`config.mk`:
```
export PLATFORM = sky130hd
export DESIGN_NAME = wrr_scheduler_flat
export DESIGN_NICKNAME = d
export VERILOG_FILES = /design/src/rtl/wrr_scheduler_pkg.sv /design/src/rtl/wrr_scheduler_if.sv /design/src/rtl/wrr_scheduler_next_sel.sv /design/src/rtl/wrr_scheduler.sv /design/src/flat_wrapper.sv
export SDC_FILE = /design/constraint.sdc
export NUM_CORES = 1
export LEC_CHECK = 0
export CAP_MARGIN = 0
export CELL_PAD_IN_SITES_DETAIL_PLACEMENT = 1
export CELL_PAD_IN_SITES_GLOBAL_PLACEMENT = 1
export CORE_MARGIN = 4
export CORE_UTILIZATION = 37
export CTS_CLUSTER_DIAMETER = 40
export DETAILED_ROUTE_END_ITERATION = 8
export GPL_ROUTABILITY_DRIVEN = 0
export PLACE_DENSITY_LB_ADDON = 0.1
export SYNTH_ARGS = -nofsm -noshare
export SYNTH_HDL_FRONTEND = slang
export SYNTH_SLANG_ARGS = --single-unit
```
`constraint.sdc`:
```
create_clock -name clk -period 6.87 [get_ports clk]
set_input_delay 1.0305 -clock clk [delete_from_list [all_inputs] [get_ports clk]]
set_output_delay 1.0305 -clock clk [all_outputs]
set_load 0.005 [all_outputs]
```
`src/rtl/wrr_scheduler_pkg.sv`:
```
// wrr_scheduler_pkg: shared constants and types for the weighted round-robin
// scheduler that feeds the roundrobin output mux.
//   VCHANEL0..3 : channel index constants
//   fsm_t       : informational scheduler state (IDLE / SERVE)
//   CREDIT_W    : width of the per-burst credit counter
//   STAT_W      : width of the optional grant statistics counters
package wrr_scheduler_pkg;
  localparam int NUM_VC   = 4;
  localparam int CREDIT_W = 4;
  localparam int STAT_W   = 16;

  localparam logic [1:0] VCHANEL0 = 2'b00;
  localparam logic [1:0] VCHANEL1 = 2'b01;
  localparam logic [1:0] VCHANEL2 = 2'b10;
  localparam logic [1:0] VCHANEL3 = 2'b11;

  typedef enum logic {
    IDLE  = 1'b0,
    SERVE = 1'b1
  } fsm_t;
endpackage

```
`src/rtl/wrr_scheduler_if.sv`:
```
// wrr_scheduler_if: FIFO-flag / pop / mux-select bundle between the scheduler
// and its surroundings.
//   enb, vc_nempty, out_full            : into the scheduler
//   pop_vchannel, arbiter, valid_channel : out of the scheduler
// master = scheduler side, slave = FIFO/mux (or bench) side.
interface wrr_scheduler_if;
  import wrr_scheduler_pkg::*;

  logic                enb;
  logic [NUM_VC-1:0]   vc_nempty;
  logic                out_full;
  logic [NUM_VC-1:0]   pop_vchannel;
  logic [1:0]          arbiter;
  logic [NUM_VC-1:0]   valid_channel;

  modport master (
    input  enb, vc_nempty, out_full,
    output pop_vchannel, arbiter, valid_channel
  );

  modport slave (
    output enb, vc_nempty, out_full,
    input  pop_vchannel, arbiter, valid_channel
  );
endinterface

```
`src/rtl/wrr_scheduler_next_sel.sv`:
```
// wrr_next_sel: combinational rotating-priority search.
//   cur   : current channel index
//   elig  : eligible-channel mask
//   nxt   : first eligible index in order cur+1, cur+2, cur+3, cur
//   found : high when any channel is eligible
module wrr_next_sel
  import wrr_scheduler_pkg::*;
(
  input  logic [1:0]        cur,
  input  logic [NUM_VC-1:0] elig,
  output logic [1:0]        nxt,
  output logic              found
);
  logic [1:0] idx;

  always_comb begin
    found = 1'b0;
    nxt   = cur;
    idx   = cur;
    // k runs 1..4 so cur itself is the last resort (offset 4 wraps to 0)
    for (int k = 1; k <= NUM_VC; k++) begin
      idx = cur + 2'(k);
      if (!found && elig[idx]) begin
        found = 1'b1;
        nxt   = idx;
      end
    end
  end
endmodule

```
`src/rtl/wrr_scheduler.sv`:
```
// wrr_scheduler: weighted round-robin pop scheduler for four VC FIFOs.
//   clk, rst (sync, active low)
//   bus.enb / bus.vc_nempty / bus.out_full : enable, FIFO flags, back-pressure
//   bus.pop_vchannel  : one-hot pop strobe, combinational with the grant
//   bus.arbiter       : registered index of last popped channel (mux select)
//   bus.valid_channel : registered one-hot copy of last cycle's pop
//   grant_cnt0..3     : saturating per-channel grant counters, only when the
//                       WRR_STATS_EN macro is defined
// Parameters W0..W3 set the burst weight per round (0 disables a channel).
module wrr_scheduler
  import wrr_scheduler_pkg::*;
#(
  parameter int unsigned W0 = 4,
  parameter int unsigned W1 = 3,
  parameter int unsigned W2 = 2,
  parameter int unsigned W3 = 1
) (
  input  logic clk,
  input  logic rst,
  wrr_scheduler_if.master bus
`ifdef WRR_STATS_EN
  ,
  output logic [STAT_W-1:0] grant_cnt0,
  output logic [STAT_W-1:0] grant_cnt1,
  output logic [STAT_W-1:0] grant_cnt2,
  output logic [STAT_W-1:0] grant_cnt3
`endif
);
  localparam logic [NUM_VC-1:0][CREDIT_W-1:0] WT =
    {CREDIT_W'(W3), CREDIT_W'(W2), CREDIT_W'(W1), CREDIT_W'(W0)};

  logic [1:0]          cur;
  logic [CREDIT_W-1:0] credit;
  fsm_t                fsm, fsm_nxt;

  logic [NUM_VC-1:0]   elig;
  logic                cont;
  logic [1:0]          sw_idx;
  logic                sw_found;
  logic [1:0]          cand;
  logic                grant;
  logic [NUM_VC-1:0]   pop;

  for (genvar i = 0; i < NUM_VC; i++) begin : g_elig
    assign elig[i] = bus.vc_nempty[i] && (WT[i] != '0);
  end

  assign cont = elig[cur] && (credit != '0);

  wrr_next_sel u_next_sel (
    .cur   (cur),
    .elig  (elig),
    .nxt   (sw_idx),
    .found (sw_found)
  );

  assign cand  = cont ? cur : sw_idx;
  // rst in the grant term keeps pops quiet for the whole reset window
  assign grant = rst && bus.enb && !bus.out_full && (cont || sw_found);

  // state register
  always_ff @(posedge clk) begin
    if (!rst) begin
      fsm <= IDLE;
    end else begin
      fsm <= fsm_nxt;
    end
  end

  // next-state
  always_comb begin
    fsm_nxt = fsm;
    case (fsm)
      IDLE:    fsm_nxt = grant ? SERVE : IDLE;
      SERVE:   fsm_nxt = grant ? SERVE : IDLE;
      default: fsm_nxt = IDLE;
    endcase
  end

  // outputs
  always_comb begin
    pop = '0;
    if (grant) pop[cand] = 1'b1;
  end

  assign bus.pop_vchannel = pop;

  // datapath: channel/credit bookkeeping and the registered mux controls
  always_ff @(posedge clk) begin
    if (!rst) begin
      cur               <= VCHANEL0;
      credit            <= '0;
      bus.arbiter       <= VCHANEL0;
      bus.valid_channel <= '0;
    end else begin
      bus.valid_channel <= pop;
      if (grant) begin
        cur         <= cand;
        bus.arbiter <= cand;
        // switch or reload starts a fresh burst; leftover credit is dropped
        credit      <= cont ? credit - 1'b1 : WT[cand] - 1'b1;
      end
    end
  end

`ifdef WRR_STATS_EN
  logic [NUM_VC-1:0][STAT_W-1:0] cnt;

  for (genvar i = 0; i < NUM_VC; i++) begin : g_stat
    always_ff @(posedge clk) begin
      if (!rst) begin
        cnt[i] <= '0;
      end else if (pop[i] && (cnt[i] != '1)) begin
        cnt[i] <= cnt[i] + 1'b1;
      end
    end
  end

  assign grant_cnt0 = cnt[0];
  assign grant_cnt1 = cnt[1];
  assign grant_cnt2 = cnt[2];
  assign grant_cnt3 = cnt[3];
`endif
endmodule

```
`src/flat_wrapper.sv`:
```
// flat-port wrapper written by rule: the top's interface ports become plain ports
module wrr_scheduler_flat import wrr_scheduler_pkg::*;
#(
  parameter int unsigned W0 = 4,
  parameter int unsigned W1 = 3,
  parameter int unsigned W2 = 2,
  parameter int unsigned W3 = 1
)
  (clk, rst, bus_enb, bus_vc_nempty, bus_out_full, bus_pop_vchannel, bus_arbiter, bus_valid_channel);
  wrr_scheduler_if bus_i ();
  input  logic clk;
  input  logic rst;
  input wire logic [$bits(bus_i.enb)-1:0] bus_enb;
  input wire logic [$bits(bus_i.vc_nempty)-1:0] bus_vc_nempty;
  input wire logic [$bits(bus_i.out_full)-1:0] bus_out_full;
  output wire logic [$bits(bus_i.pop_vchannel)-1:0] bus_pop_vchannel;
  output wire logic [$bits(bus_i.arbiter)-1:0] bus_arbiter;
  output wire logic [$bits(bus_i.valid_channel)-1:0] bus_valid_channel;
  assign bus_i.enb = bus_enb;
  assign bus_i.vc_nempty = bus_vc_nempty;
  assign bus_i.out_full = bus_out_full;
  assign bus_pop_vchannel = bus_i.pop_vchannel;
  assign bus_arbiter = bus_i.arbiter;
  assign bus_valid_channel = bus_i.valid_channel;
  wrr_scheduler #(.W0(W0), .W1(W1), .W2(W2), .W3(W3)) u_core (.clk(clk), .rst(rst), .bus(bus_i));
endmodule
```
Word level (Yosys, flattened, before mapping):

Index checks and enable logic that the tools add are counted.

* word-level logic and storage cells: 51
* register bits after elaboration: 10
* output and inout port bits: 10
* bits of input ports: 8

* $add $sub $neg: 5
* order comparisons: 6
* mux-type cells: 23
* reductions and logical operators: 14

Operator list (number)
* less-than comparator 2 x 3 -> 1 bit (second input constant): 5
* 2-to-1 mux 4 bit: 3
* 2-to-1 mux 2 bit: 5
* 2-to-1 mux 1 bit: 9
* binary-select mux 1 bit (select 2 bit): 4
* binary-select mux 4 bit (select 2 bit): 1
* logical AND 1 bit: 8
* subtractor 4 x 1 -> 4 bit (second input constant): 2
* adder 2 bit (second input constant): 2
* logical NOT 1 bit: 4
* nonzero test 4 bit: 1
* adder 2 x 1 -> 2 bit (second input constant): 1
* demux 1 bit (select 2 bit): 1
* >= comparator 2 x 1 -> 1 bit (second input constant): 1
* logical OR 1 bit: 1

Depth between registers and ports, before layout:

* word-level depth: 19
* depth in mapped cells: 11

Hierarchy:

Synthesis repeated with hierarchy kept, for this count alone.

* cell total of the unflattened synthesis: 89
* area, all modules: 710.7 um^2

Modules (own cells, without submodules)
* wrr_scheduler: sequential area each 200.2 um^2, area an instance 628.1 um^2, cells each 75, times used 1
* wrr_next_sel: sequential area each 0.0 um^2, area an instance 82.6 um^2, cells each 14, times used 1

Worst setup path after synthesis:

Ideal clock, no wire load.

* kind: input to output
* start: input bus_vc_nempty[3]
* end: output bus_pop_vchannel[3]
* arrival: 2728 ps
* stages on the path: 8
* setup slack: 3112 ps
* path buffers: 1
* data required time: 5839 ps
* cells stage by stage: buf_6 > or2b_1 > a41oi_1 > o21ai_0 > o21ai_0 > mux2i_1 > ha_1 > and2_1

* cells in the longest elaborated chain, start to end: 18

Ends and longest elaborated chain
* start: declaration: RTL line flat_wrapper.sv:14 `input wire logic [$bits(bus_i.vc_nempty)-1:0] bus_vc_nempty;`
* binary-select mux 1 bit (select 2 bit): RTL line wrr_scheduler_next_sel.sv:23 `if (!found && elig[idx]) begin`
* 2-to-1 mux 1 bit (not written as such): RTL line wrr_scheduler_next_sel.sv:23
* 2-to-1 mux 1 bit: RTL line wrr_scheduler_next_sel.sv:23
* logical NOT 1 bit: RTL line wrr_scheduler_next_sel.sv:23
* logical AND 1 bit: RTL line wrr_scheduler_next_sel.sv:23
* 2-to-1 mux 1 bit: RTL line wrr_scheduler_next_sel.sv:23
* logical NOT 1 bit: RTL line wrr_scheduler_next_sel.sv:23
* logical AND 1 bit: RTL line wrr_scheduler_next_sel.sv:23
* [... 2 more ...]
* logical AND 1 bit: RTL line wrr_scheduler_next_sel.sv:23
* 2-to-1 mux 2 bit: RTL line wrr_scheduler_next_sel.sv:23
* 2-to-1 mux 2 bit: RTL line wrr_scheduler.sv:57 `assign cand = cont ? cur : sw_idx;`
* less-than comparator 2 x 3 -> 1 bit (not written as such) / >= comparator 2 x 1 -> 1 bit (equally long branches): RTL line wrr_scheduler.sv:83 `if (grant) pop[cand] = 1'b1;`
* logical AND 1 bit (not written as such): RTL line wrr_scheduler.sv:83
* 2-to-1 mux 1 bit (not written as such): RTL line wrr_scheduler.sv:83
* demux 1 bit (select 2 bit)
* 2-to-1 mux 4 bit *: RTL line wrr_scheduler.sv:83
* end: declaration: RTL line flat_wrapper.sv:16 `output wire logic [$bits(bus_i.pop_vchannel)-1:0] bus_pop_vchannel;`

Mark *: on every way between the ends. The rest lies on a longest branch, timed or not. The select of a mux whose other input is x is not followed.

Worst setup path after layout:

Same ends and word-level chain as after synthesis.

==> flow_summary.json <==
{
  "ant_nets": 0,
  "async_flop_share": 0,
  "syn_nets": 104,
  "crit_path_end_kind": "output port",
  "viasPerCell": 5.56,
  "die_h_um": 53.3,
  "grt_max_degree": 16,
  "setup_viol": 0,
  "hp-class": "reg -> reg",
  "yosysTopAreaCellShare": 0.264,
  "drt-total-wl_um": 2100,
  "switchingPower_mw": 0.0579,
  "cpLargestDelayFamily": "buffers and inverters",
  "synth_seq_cells": 10,
  "clockRootBuffer": "clkbuf_4",
  "ios": 18,
  "required_ns": 5.84,
  "finalHoldViolCount": 0,
  "fmax_ghz": 0.196,
  "path_buf_inv": 2,
  "core_area_mm2": 0.00196,
  "final_nets": 122,
  "seq_area_frac_synth": 0.264,
  "netlist_area_um2": 759,
  "hold_buffers": 0,
  "wl_met3_um": 97,
  "finalCritPeriodShare": 0.744,
  "m1WireLength_um": 943,
  "worstPathCellList": "clkdlybuf4s50_1, or2b_1, a41oi_1, o21ai_0, o21ai_0, mux2i_1, ha_1, and2_1, clkdlybuf4s50_1",
  "cts_buffer_depth": 2,
  "num_rows": 16,
  "drc": 0,
  "die-area_mm2": 0.00284,
  "wl_met2_um": 1040,
  "synth_flop_cell": "dfxtp_1",
  "cpPeakStageDelay_ns": 0.65,
  "grt_use_total": 0.172,
  "slew_violations": 0,
  "highest_layer": "met4",
  "power_density_mw_per_mm2": 185,
  "grt_first_pass_wirelength_um": 3570,
  "synth_edf_count": 0,
  "crit_arrival_ns": 4.08,
  "post-cts-setup-buffers": 0,
  "clk_latency_ns": 0.27,
  "grt_pass1_vias": 776,
  "io_buffers": 17,
  "post_cts_resized": 0,
  "clkPwrFrac": 0.305,
  "overflow": 0,
  "power_frac_seq": 0.366,
  "start_util": 0.387,
  "peakVddDrop_v": 0.0000885,
  "crit_fanout": 10,
  "ys_top_cells_by_area": "dfxtp_1 (26%), mux2i_1 (7.9%), nand2_1 (4.9%), o21ai_0 (4.6%), nor2_1 (4.0%)",
  "ctsHtreeMaxLevel": 1,
  "avgSynthCellArea_um2": 8.08,
  "first_pass_iters": 4,
  "synthCells": 94,
  "nFillCells": 256,
  "p_int_mw": 0.122,
  "final_util": 0.496,
  "antenna_found_initial": 0,
  "fin_crit_ns": 5.11,
  "syn_to_final_growth_pct": 28.0,
  "critPathKind": "in -> out",
  "power_leakage_nw": 0.373,
  "drive_above_1_share": 0.0721,
  "maxSlewHeadroom": 0.592,
  "outcome": "finished, final reports clean",
  "power.share.combinational": 0.328,
  "wl_per_cell_um": 15.2,
  "via_count": 767,
  "finalSetupTns_ns": 0,
  "cap_viol_max_count": 0,
  "rsz0062_at_grt": "no",
  "crit_path_start_kind": "primary input",
  "switching_share": 0.322,
  "cts.sinks": 10,
  "tightest_slew_ns": 0.612,
  "cts_tree": "built",
  "finClkSkew_ns": 0.00377,
  "diodes": 0,
  "path_clk_slew_ns": 0.07,
  "yosysUniqueCellTypes": 40,
  "synth_commonest_cells": "dfxtp_1 (10), nand2_1 (10), nor2_1 (8)",
  "drt_iter0_markers": 15,
  "dpl.hpwl_um": 1640,
  "cts_made_buffers": 3,
  "synth_warnings": 0,
  "crit_slowest_cell": "clkdlybuf4s50_1",
  "die_x_um": 53.3,
  "synth.largest_area_cell": "dfxtp_1"
}
==> worst paths after layout <==
path	endpoint	from	cells past startpoint	slack (ns)
worst min register to register	u_core.credit[2]	u_core.credit[2]	2	0.52
worst min-delay path	u_core.credit[2]	u_core.credit[2]	2	0.52
worst max-delay path	bus_pop_vchannel[3]	bus_vc_nempty[3]	9	1.76
worst max register to register	u_core.credit[3]	u_core.bus.arbiter[1]	10	3.66
==> cells by family after synthesis <==
group / count (synthesis) / synth area share
AO/OA/AOI/OAI: 26 / 0.241
XOR/XNOR: 1 / 0.0115
adder cells (fa/ha/maj): 2 / 0.0329
buffers and inverters: 8 / 0.0560
flip-flops: 10 / 0.264
multiplexers: 8 / 0.124
AND/OR/NAND/NOR: 39 / 0.272
==> layout make-up <==
cell class                 instances  area [um^2]  area share
timing repair buffer              17          170       0.175
tap                               27         33.8      0.0347
multi-input combinational         76          517       0.532
clock buffer                       4         36.3      0.0373
sequential                        10          200       0.206
inverter                           4         15.0      0.0154
==> metal layers <==
metal | track usage | vias up
li1 | - | 384
met3 | 0.0563 | 4
met1 | 0.211 | 368
met5 | 0 | -
met2 | 0.282 | 11
met4 | 0.0511 | 0
==> layout by cell type, fill, tap and decap left out, drive strengths merged, types with 2 or more instances in the layout <==
cell type      count
nor3               4
nor4               2
inv                4
a211oi             2
nor2b              3
nand2b             2
o21ai              7
nor3b              3
a21oi              4
clkbuf             4
nand2             10
or4                2
ha                 2
clkdlybuf4s50     17
nor2               8
mux2i              6
and2               2
dfxtp             10
==> registers in the layout, summed over array words and instances, names as in the netlist <==
register,cells
u_core.bus.arbiter,2
u_core.credit,4
u_core.bus.valid_channel,4
==> tightest hold or removal path: stages (launching register included) <==
cell and delay, ns:
dfxtp_1 0.34, nand2_1 0.07, mux2i_1 0.06
==> power groups by stage <==
stage / combinational (mW) / clock (mW) / sequential, mW
after CTS: 0.0597 / 0.0571 / 0.0659
after floorplan: 0.0424 / 0 / 0.0649
after detailed placement: 0.0591 / 0 / 0.0672
final: 0.0591 / 0.0550 / 0.0659
after global routing: 0.0668 / 0.0608 / 0.0664
after global placement: 0.0580 / 0 / 0.0671
==> metrics by stage <==
step           instances  hold slack, ns  power, mW  setup WS [ns]  cell area [um^2]
6_report             138           0.520      0.180           1.76               972
5_1_grt              138           0.537      0.194           1.47               972
4_1_cts              138           0.520      0.183           1.74               972
3_5_place_dp         134           0.509      0.126           1.74               936
3_3_place_gp         134           0.498      0.125           1.90               936
2_1_floorplan         94           0.453      0.107           3.11               759
Power figures use the tool's default switching activity.
